`config.mk`:
```
export PLATFORM = sky130hd
export DESIGN_NAME = mem_bus_arbiter
export DESIGN_NICKNAME = d
export VERILOG_FILES = /design/src/rtl/mem_bus_arbiter.sv
export SDC_FILE = /design/constraint.sdc
export NUM_CORES = 1
export LEC_CHECK = 0
export BUFFER_PORTS_ARGS = -buffer_cell sky130_fd_sc_hd__buf_2
export CORE_AREA = 4 4 120 122
export DETAILED_ROUTE_END_ITERATION = 16
export DIE_AREA = 0 0 124 126
export REMOVE_ABC_BUFFERS = 1
export SLEW_MARGIN = 30
export SYNTH_ARGS = -nofsm -noshare
export SYNTH_HDL_FRONTEND = slang
export SYNTH_SLANG_ARGS = --single-unit
```
`constraint.sdc`:
```
create_clock -name clk -period 1.1 [get_ports clk]
set_input_delay 0.22 -clock clk [delete_from_list [all_inputs] [get_ports clk]]
set_output_delay 0.22 -clock clk [all_outputs]
set_load 0.02 [all_outputs]
```
`src/rtl/mem_bus_arbiter.sv`:
```
// Two-requester round-robin arbiter for the valid/ready CPU memory bus.
// Optional forced completion of stalled transactions via `ARB_TIMEOUT_EN.
module mem_bus_arbiter #(
    parameter int unsigned TIMEOUT_CYCLES = 255
) (
    input  logic        clk,
    input  logic        reset_n,
    input  logic        m0_valid,
    input  logic        m0_instr,
    input  logic [31:0] m0_addr,
    input  logic [31:0] m0_wdata,
    input  logic [3:0]  m0_wstrb,
    output logic        m0_ready,
    output logic [31:0] m0_rdata,
    input  logic        m1_valid,
    input  logic [31:0] m1_addr,
    input  logic [31:0] m1_wdata,
    input  logic [3:0]  m1_wstrb,
    output logic        m1_ready,
    output logic [31:0] m1_rdata,
    output logic        s_valid,
    output logic        s_instr,
    output logic [31:0] s_addr,
    output logic [31:0] s_wdata,
    output logic [3:0]  s_wstrb,
    input  logic        s_ready,
    input  logic [31:0] s_rdata,
    output logic [1:0]  grant,
    output logic        timeout_err
);

    localparam int unsigned CNT_W = 16;

    typedef enum logic {
        IDLE = 1'b0,
        BUSY = 1'b1
    } state_t;

    state_t state, state_nxt;
    logic   owner, owner_nxt;
    logic   last_owner, last_owner_nxt;
    logic   expire_c;

`ifdef ARB_TIMEOUT_EN
    logic [CNT_W-1:0] cnt, cnt_nxt;

    // Expiry only when the downstream has not answered in this same cycle.
    assign expire_c = (state == BUSY) && !s_ready &&
                      (cnt == CNT_W'(TIMEOUT_CYCLES - 1));

    always_comb begin
        cnt_nxt = cnt;
        if (state == IDLE)
            cnt_nxt = '0;
        else if (!s_ready)
            cnt_nxt = cnt + CNT_W'(1);
    end

    always_ff @(posedge clk) begin
        if (!reset_n)
            cnt <= '0;
        else
            cnt <= cnt_nxt;
    end
`else
    assign expire_c = 1'b0;
    wire [CNT_W-1:0] unused_timeout_cfg = CNT_W'(TIMEOUT_CYCLES);
`endif

    // State register
    always_ff @(posedge clk) begin
        if (!reset_n) begin
            state      <= IDLE;
            owner      <= 1'b0;
            last_owner <= 1'b1;
        end else begin
            state      <= state_nxt;
            owner      <= owner_nxt;
            last_owner <= last_owner_nxt;
        end
    end

    // Next-state: arbitration in IDLE, completion in BUSY
    always_comb begin
        state_nxt      = state;
        owner_nxt      = owner;
        last_owner_nxt = last_owner;
        case (state)
            IDLE: begin
                if (m0_valid || m1_valid) begin
                    state_nxt = BUSY;
                    if (m0_valid && m1_valid)
                        owner_nxt = ~last_owner;
                    else
                        owner_nxt = m1_valid;
                end
            end
            BUSY: begin
                if (s_ready || expire_c) begin
                    state_nxt      = IDLE;
                    last_owner_nxt = owner;
                end
            end
        endcase
    end

    // Outputs: downstream mux and completion routing to the owner only
    always_comb begin
        s_valid     = 1'b0;
        s_instr     = 1'b0;
        s_addr      = '0;
        s_wdata     = '0;
        s_wstrb     = '0;
        grant       = 2'b00;
        m0_ready    = 1'b0;
        m0_rdata    = '0;
        m1_ready    = 1'b0;
        m1_rdata    = '0;
        timeout_err = 1'b0;
        if (state == BUSY) begin
            s_valid = 1'b1;
            if (!owner) begin
                grant   = 2'b01;
                s_instr = m0_instr;
                s_addr  = m0_addr;
                s_wdata = m0_wdata;
                s_wstrb = m0_wstrb;
            end else begin
                grant   = 2'b10;
                s_addr  = m1_addr;
                s_wdata = m1_wdata;
                s_wstrb = m1_wstrb;
            end
            // An aborting reset suppresses the completion pulse.
            if (reset_n && (s_ready || expire_c)) begin
                if (!owner) begin
                    m0_ready = 1'b1;
                    m0_rdata = expire_c ? 32'h0 : s_rdata;
                end else begin
                    m1_ready = 1'b1;
                    m1_rdata = expire_c ? 32'h0 : s_rdata;
                end
            end
            timeout_err = reset_n && expire_c;
        end
    end

endmodule

```
==> flow_summary.json, run 1 <==
{
  "status": "finished with violations",
  "violations": "negative setup slack",
  "ys_types": 22,
  "design_area_um2": 4486,
  "grt_start_max_net_pins": 31,
  "ir_drop_uv": 419.5,
  "placed_cell_area_um2": 3705,
  "worstSetupEndpointType": "output port",
  "ys.flop_type": "dfxtp_1",
  "final_common_cell": "buf_2",
  "crit_type": "reg -> out",
  "drv_slew": 0,
  "post-route-period-util_pct": 150.3,
  "drtIter0Drc": 85,
  "clkTransAtPathRegs_ps": 30,
  "cts_tree": "done",
  "ys_ff_latch": 3,
  "yosysTopAreaCellShare_pct": 36.34,
  "layout_common_cells": "buf_2 (255), nor2b_1 (67), nor2_1 (63)",
  "p_leak_uw": 0.002368,
  "setup_viol_count_final": 138,
  "p_per_area_nw_per_um2": 620.4,
  "finalCriticalPeriod_ps": 1654,
  "port_buffers": 311,
  "cts_sinks": 3,
  "start_kind": "flip-flop",
  "grt_setup_unrepaired": "yes",
  "holdCritPathClass": "in -> reg",
  "detail-route-antenna-nets": 0,
  "synth.avg_cell_area_um2": 6.642,
  "synth_seq_area_share_pct": 3.206,
  "core_area_um2": 13190,
  "arrival_ps": 1430,
  "grt_pass1_vias": 3337,
  "hold_ws_ps": 270.4,
  "layout-drive-gt1-share_pct": 63.49,
  "setup_slack_ps": -553.8,
  "grt_pass1_wl_mm": 17.34,
  "fmax_mhz": 604.7,
  "avgViaCountPerCell": 4.066,
  "fp-row-count": 42,
  "start_util_pct": 14.20,
  "gp_congestion": 0.8059,
  "dp_worst_setup_slack_ps": -318.1,
  "h-tree-depth": 1,
  "first_pass_iters": 4,
  "cts_root_buffer": "clkbuf_16",
  "die_x_um": 124,
  "vias": 3188,
  "finalWirelength_mm": 12.43,
  "fin_nets": 783,
  "synth.area.top_cells": "mux2i_1 (36%), nor2b_1 (23%), nor2_1 (13%)",
  "synthArstFlopShare_pct": 0,
  "cp.required_ps": 880,
  "grt_overflow": 0,
  "area_growth_pct": 139.5,
  "yosys_warnings": 0,
  "die_area_um2": 15620,
  "cap_violations": 0,
  "clock_skew_ps": 1.853,
  "hold_viol": 0,
  "ios": 313,
  "synth-edff-count": 0,
  "wl_per_cell_um": 15.85,
  "antenna_found_initial": 1,
  "dp_hpwl_mm": 9.663,
  "worstPathMaxFanout": 5,
  "fillers": 1415,
  "syn_area_um2": 1873,
  "die_h_um": 126,
  "synthCells": 282,
  "cts_buffer_depth": 2,
  "drc": 0,
  "clock_latency_ps": 220,
  "yosys.area.top_type": "mux2i_1",
  "antenna_cells": 0,
  "grt_usage_pct": 14.11,
  "cts_inserted_buffers": 3
}
-- metrics by stage --
stage	util [%]	TNS (ps)	instances	total power, uW
4_1_cts	33.32	-64660	786	2763
6_report	34.01	-62680	784	2783
5_1_grt	34.01	-71660	784	2945
3_3_place_gp	28.09	-26040	767	1746
3_5_place_dp	28.09	-27440	767	1752
2_1_floorplan	-	-349690	255	989.2
-- worst paths after layout --
kind / start / endpoint / slack (ps) / cells after the start
setup / recovery: owner$_SDFFE_PN0P_ / s_wdata[14] / -550 / 6
hold reg to reg: last_owner$_SDFFE_PN1P_ / last_owner$_SDFFE_PN1P_ / 480 / 2
setup reg to reg: state$_SDFF_PN0_ / state$_SDFF_PN0_ / 50 / 3
hold / removal: m1_valid / state$_SDFF_PN0_ / 270 / 2
-- state kept, by name, indices dropped and copies added, names as in the netlist --
register	flops
state	1
last_owner	1
owner	1
-- synth_stat cells, types with 2 or more instances --
master     n
nor2_1    65
clkbuf_1   4
mux2i_1   68
nand2_2   12
buf_2      9
dfxtp_1    3
and2_1     2
buf_6     10
nand2_1   25
buf_4      2
nor2b_1   68
inv_1      4
-- kinds of logic after synthesis --
| family | synth area share (%) |
|---|---|
| multiplexers | 36.34 |
| flip-flops | 3.207 |
| buffers and inverters | 12.16 |
| AND/OR/NAND/NOR | 46.49 |
| other | 0.2002 |
| AO/OA/AOI/OAI | 1.603 |
-- cell type report --
| class | count | area [um2] | share of cell area, % |
|---|---|---|---|
| inverter | 4 | 15.01 | 0.3347 |
| timing repair buffer | 349 | 2371 | 52.86 |
| multi-input combinational | 248 | 1733 | 38.63 |
| tap | 176 | 220.2 | 4.909 |
| clock buffer | 4 | 78.83 | 1.757 |
| sequential | 3 | 67.56 | 1.506 |
-- worst max-delay path, stage by stage, from the launching register on --
cell,delay [ps]
dfxtp_4,400
buf_12,130
buf_16,130
buf_6,110
mux2i_1,200
nor2b_1,70
buf_4,160
-- metal layers --
metal	GRT usage, %	up-vias	wire length (um)
met2	26.31	205	6208
met3	3.408	12	1357
li1	-	1558	-
met4	3.093	2	231
met1	15.97	1411	4614
met5	0	-	13
-- where the power goes --
group,internal (uW),switching (uW),leakage [uW]
Sequential,118,21.1,0.0000261
Clock,478,92.8,0.0000382
Combinational,1080,992,0.00230
-- repair_timing --
item                                    CTS  global route
cloned                                   10             0
endpoints found under the setup margin  138           140
pin swaps                                 2             2
buffers inserted                          5             1
hold buffers                              0             0
resized for setup                        80            40
No activity file was read; power rests on OpenSTA's default activity.
==> inputs of run 2 (changes only) <==
GPL_TIMING_DRIVEN = 0   (was not set)
==> flow_summary.json, run 2 (synthesized netlist as in run 1, its figures left out) <==
{
  "die_area_um2": 15620,
  "busiest_layer": "met2",
  "hold_viol": 0,
  "cts_hold_buf": 0,
  "drv_slew": 0,
  "start_util_pct": 14.20,
  "finalWirelength_mm": 13.22,
  "finalPower_uw": 2667,
  "reg2reg_slack_ps": -70,
  "cp_cell_sequence": "buf_16 -> mux2i_2 -> nor2b_1 -> buf_2",
  "cp.required_ps": 880,
  "cts_sinks": 3,
  "port_buffers": 311,
  "design_area_um2": 4270,
  "setup_slack_ps": -530.5,
  "die_x_um": 124,
  "die_h_um": 126,
  "cap_violations": 0,
  "worstPathMaxFanout": 21,
  "antenna_found_initial": 0,
  "finalCriticalPeriod_ps": 1631,
  "start_kind": "flip-flop",
  "core_area_um2": 13190,
  "grt_start_max_net_pins": 34,
  "area_growth_pct": 128.0,
  "cp_num_buf_inv": 2,
  "crit_end": "s_wdata[19]",
  "fin_nets": 773,
  "grt_usage_pct": 14.32,
  "wl_per_cell_um": 17.08,
  "h-tree-depth": 1,
  "dp_hpwl_mm": 8.916,
  "slowest_stage": "dfxtp_4",
  "grt_use_met3_pct": 2.511,
  "reg2reg_from": "state$_SDFF_PN0_",
  "top_regs": "last_owner x1, owner x1, state x1",
  "gp_congestion": 0.7823,
  "arrival_ps": 1410,
  "worstSetupEndpointType": "output port",
  "grt_pass1_vias": 3140,
  "timing.rr.end": "state$_SDFF_PN0_",
  "cts_root_buffer": "clkbuf_16",
  "reg2reg_depth": 4,
  "grt_pass1_wl_mm": 17.28,
  "placed_cell_area_um2": 3473,
  "fin_util_pct": 32.38,
  "first_pass_iters": 4,
  "holdCritPathClass": "in -> reg",
  "crit_cells": 4,
  "setup_viol_count_final": 139,
  "crit_type": "reg -> out",
  "p_leak_uw": 0.002272,
  "status": "finished with violations",
  "ios": 313,
  "post-route-period-util_pct": 148.2,
  "avgViaCountPerCell": 4.048,
  "cts_tree": "done",
  "grt_setup_unrepaired": "yes",
  "cts_inserted_buffers": 3,
  "vias": 3133,
  "fmax_mhz": 613.3,
  "grt_util_met2_pct": 27.49,
  "cts_buffer_depth": 2,
  "antenna_cells": 0,
  "drc": 0,
  "clock_skew_ps": 2.043,
  "drtIter0Drc": 75,
  "final_common_cell": "buf_2",
  "layout_common_cells": "buf_2 (270), nor2b_1 (67), nor2_1 (61)",
  "slowest_delay_ps": 410,
  "grt.met1_usage_pct": 16.68,
  "violations": "negative setup slack",
  "cp-startpoint": "owner$_SDFFE_PN0P_",
  "detail-route-antenna-nets": 0,
  "p_per_area_nw_per_um2": 624.5,
  "hold_ws_ps": 271.3,
  "grt_overflow": 0,
  "fp-row-count": 42,
  "clock_latency_ps": 220,
  "layout-drive-gt1-share_pct": 62.37,
  "crit_family": "flip-flops",
  "clkTransAtPathRegs_ps": 30,
  "ir_drop_uv": 420.0
}
run 2: changes by cell type in the layout (fill, tap and decap cells not counted), moves of 3 or more:
cell,previous run,this run
mux2i_2,8,5
bufbuf_16,4,0
mux2i_1,52,60
mux2i_4,8,3
buf_4,60,41
buf_16,4,9
buf_2,255,270
buf_8,11,3
run 2: cell type report:
type,instances,area (um2)
Timing Repair Buffer,336,2165
Tap cell,176,220.2
Inverter,4,15.01
Sequential cell,3,67.56
Fill cell,1424,8920
Clock buffer,4,78.83
Multi-Input combinational cell,251,1724
run 2: worst min path at each step:
stage / start / endpoint / slack (ps) / cells past startpoint
floorplan: reset_n / last_owner$_SDFFE_PN1P_ / 310 / 1
global placement: reset_n / last_owner$_SDFFE_PN1P_ / 460 / 2
detailed placement: reset_n / last_owner$_SDFFE_PN1P_ / 470 / 2
CTS: reset_n / last_owner$_SDFFE_PN1P_ / 240 / 2
global route: m1_valid / state$_SDFF_PN0_ / 280 / 2
finish: m1_valid / owner$_SDFFE_PN0P_ / 270 / 3
run 2: worst register-to-register path: cells and delay by family, from the launching register on:
family          cells  cell delay, ps
compound gates      1             280
buf+inv             3             430
flops               1             350
run 2: per-layer routing:
metal,vias up,share of wire [%]
met1,1401,36
li1,1534,-
met2,193,53
met4,0,0.62
met5,-,0
met3,5,9.8
run 2: power by group:
group	internal, uW	switching (uW)	leakage [uW]
registers	118	17.3	0.0000261
clock network	478	93.4	0.0000382
logic	949	1010	0.00221
run 2: repair_timing:
action,in CTS,in global routing
resized for setup,47,40
endpoints found under the setup margin,141,141
pin swaps,2,5
setup buffers,14,4
cloned,6,4
run 2: metrics by stage:
stage	instances	setup TNS [ps]	worst slack, ps
5_1_grt	774	-70390	-593.2
6_report	774	-60500	-530.5
3_3_place_gp	742	-476840	-4266
3_5_place_dp	743	-90820	-926.0
2_1_floorplan	255	-349690	-3074
4_1_cts	767	-60650	-507.0
==> inputs of run 3 (changes only) <==
CTS_BUF_LIST = sky130_fd_sc_hd__clkbuf_4 sky130_fd_sc_hd__clkbuf_8   (was not set)
==> flow_summary.json, run 3 (synthesized netlist as in run 1, its figures left out) <==
{
  "post-route-period-util_pct": 149.3,
  "place_inst": 743,
  "grt_setup_unrepaired": "yes",
  "fmax_mhz": 608.9,
  "p_leak_uw": 0.002272,
  "h-tree-depth": 1,
  "avgViaCountPerCell": 4.127,
  "clkTransAtPathRegs_ps": 30,
  "vias": 3211,
  "die_x_um": 124,
  "layout-drive-gt1-share_pct": 66.28,
  "first_pass_iters": 4,
  "worstHoldStart": "reset_n",
  "cap_violations": 0,
  "cts_root_buffer": "clkbuf_8",
  "hold_ws_ps": 279.9,
  "clock_skew_ps": 0.3572,
  "grt_start_max_net_pins": 39,
  "cts_buffer_depth": 2,
  "die_area_um2": 15620,
  "area_growth_pct": 141.1,
  "timing.rr.end": "state$_SDFF_PN0_",
  "worstPathMaxFanout": 21,
  "cts_tree": "done",
  "start_kind": "flip-flop",
  "cp.required_ps": 880,
  "status": "finished with violations",
  "hold_viol": 0,
  "clock_latency_ps": 210,
  "ir_drop_uv": 436.3,
  "top_regs": "last_owner x1, owner x1, state x1",
  "finalWirelength_mm": 13.47,
  "hold_depth": 2,
  "drtIter0Drc": 75,
  "setup_slack_ps": -542.2,
  "antenna_found_initial": 0,
  "dp_worst_setup_slack_ps": -926.0,
  "detail-route-antenna-nets": 0,
  "core_area_um2": 13190,
  "worstSetupEndpointType": "output port",
  "setup_viol_count_final": 139,
  "fin_util_pct": 34.23,
  "drc": 0,
  "start_util_pct": 14.20,
  "p_per_area_nw_per_um2": 568.0,
  "cts_sinks": 3,
  "holdCritPathClass": "in -> reg",
  "fin_nets": 777,
  "final_common_cell": "buf_2",
  "finalCriticalPeriod_ps": 1642,
  "cts_hold_buf": 0,
  "wl_per_cell_um": 17.32,
  "port_buffers": 311,
  "crit_type": "reg -> out",
  "grt_overflow": 0,
  "dp_hpwl_mm": 8.916,
  "ios": 313,
  "drv_slew": 0,
  "fp-row-count": 42,
  "gp_congestion": 0.7823,
  "grt_pass1_wl_mm": 16.46,
  "arrival_ps": 1420,
  "grt_pass1_vias": 3069,
  "reg2reg_slack_ps": 0,
  "grt_usage_pct": 13.51,
  "antenna_cells": 0,
  "cts_inserted_buffers": 3,
  "final-instance-count-excl-fill": 778,
  "reg2reg_from": "state$_SDFF_PN0_",
  "holdPathEnd": "last_owner$_SDFFE_PN1P_",
  "violations": "negative setup slack",
  "finalPower_uw": 2565,
  "reg2reg_depth": 3,
  "die_h_um": 126,
  "layout_common_cells": "buf_2 (264), nor2b_1 (67), mux2i_1 (62)"
}
==> run 3: stage by stage <==
| stage | setup TNS [ps] | cell area, um2 |
|---|---|---|
| floorplan | -349690 | 1660 |
| global placement | -476840 | 3437 |
| detailed placement | -90820 | 3473 |
| CTS | -59450 | 3862 |
| global route | -70790 | 4516 |
| finish | -60900 | 4516 |
==> run 3: final cells by class <==
type,count,area (um2)
Multi-Input combinational cell,251,1882
Sequential cell,3,67.56
Fill cell,1390,8675
Tap cell,176,220.2
Inverter,4,21.27
Clock buffer,4,48.80
Timing Repair Buffer,340,2276
==> run 3: what timing repair did <==
action                                  in CTS  in global routing
cloned                                       2                  7
endpoints found under the setup margin     141                141
resized for setup                           36                124
setup buffers                               10                 12
pin swaps                                    1                 23
==> run 3: power breakdown <==
part	internal [uW]	switching, uW
combinational	999	1080
clock	272	74.1
sequential	118	18.5
total	1390	1180
==> run 3: worst max path at each step <==
stage	endpoint	from	slack [ps]
6_report	s_wdata[19]	owner$_SDFFE_PN0P_	-540
5_1_grt	s_wdata[17]	owner$_SDFFE_PN0P_	-580
4_1_cts	s_wdata[19]	owner$_SDFFE_PN0P_	-500
3_5_place_dp	s_instr	owner$_SDFFE_PN0P_	-930
3_3_place_gp	m1_rdata[10]	owner$_SDFFE_PN0P_	-4270
2_1_floorplan	m1_rdata[0]	owner$_SDFFE_PN0P_	-3070
==> run 3: routing by layer <==
metal  up-vias  GRT usage, %  wire length [um]
met5         -             0                 0
met4         0         1.997               207
met3        12         2.018              1396
met2       211         25.99              7212
met1      1439         15.79              4656
li1       1549             -                 -
==> run 3: critical path: stages, from the launching register on <==
cell and delay [ps]:
dfxtp_4 430, buf_16 220, mux2i_2 310, nor2b_1 80, buf_2 160
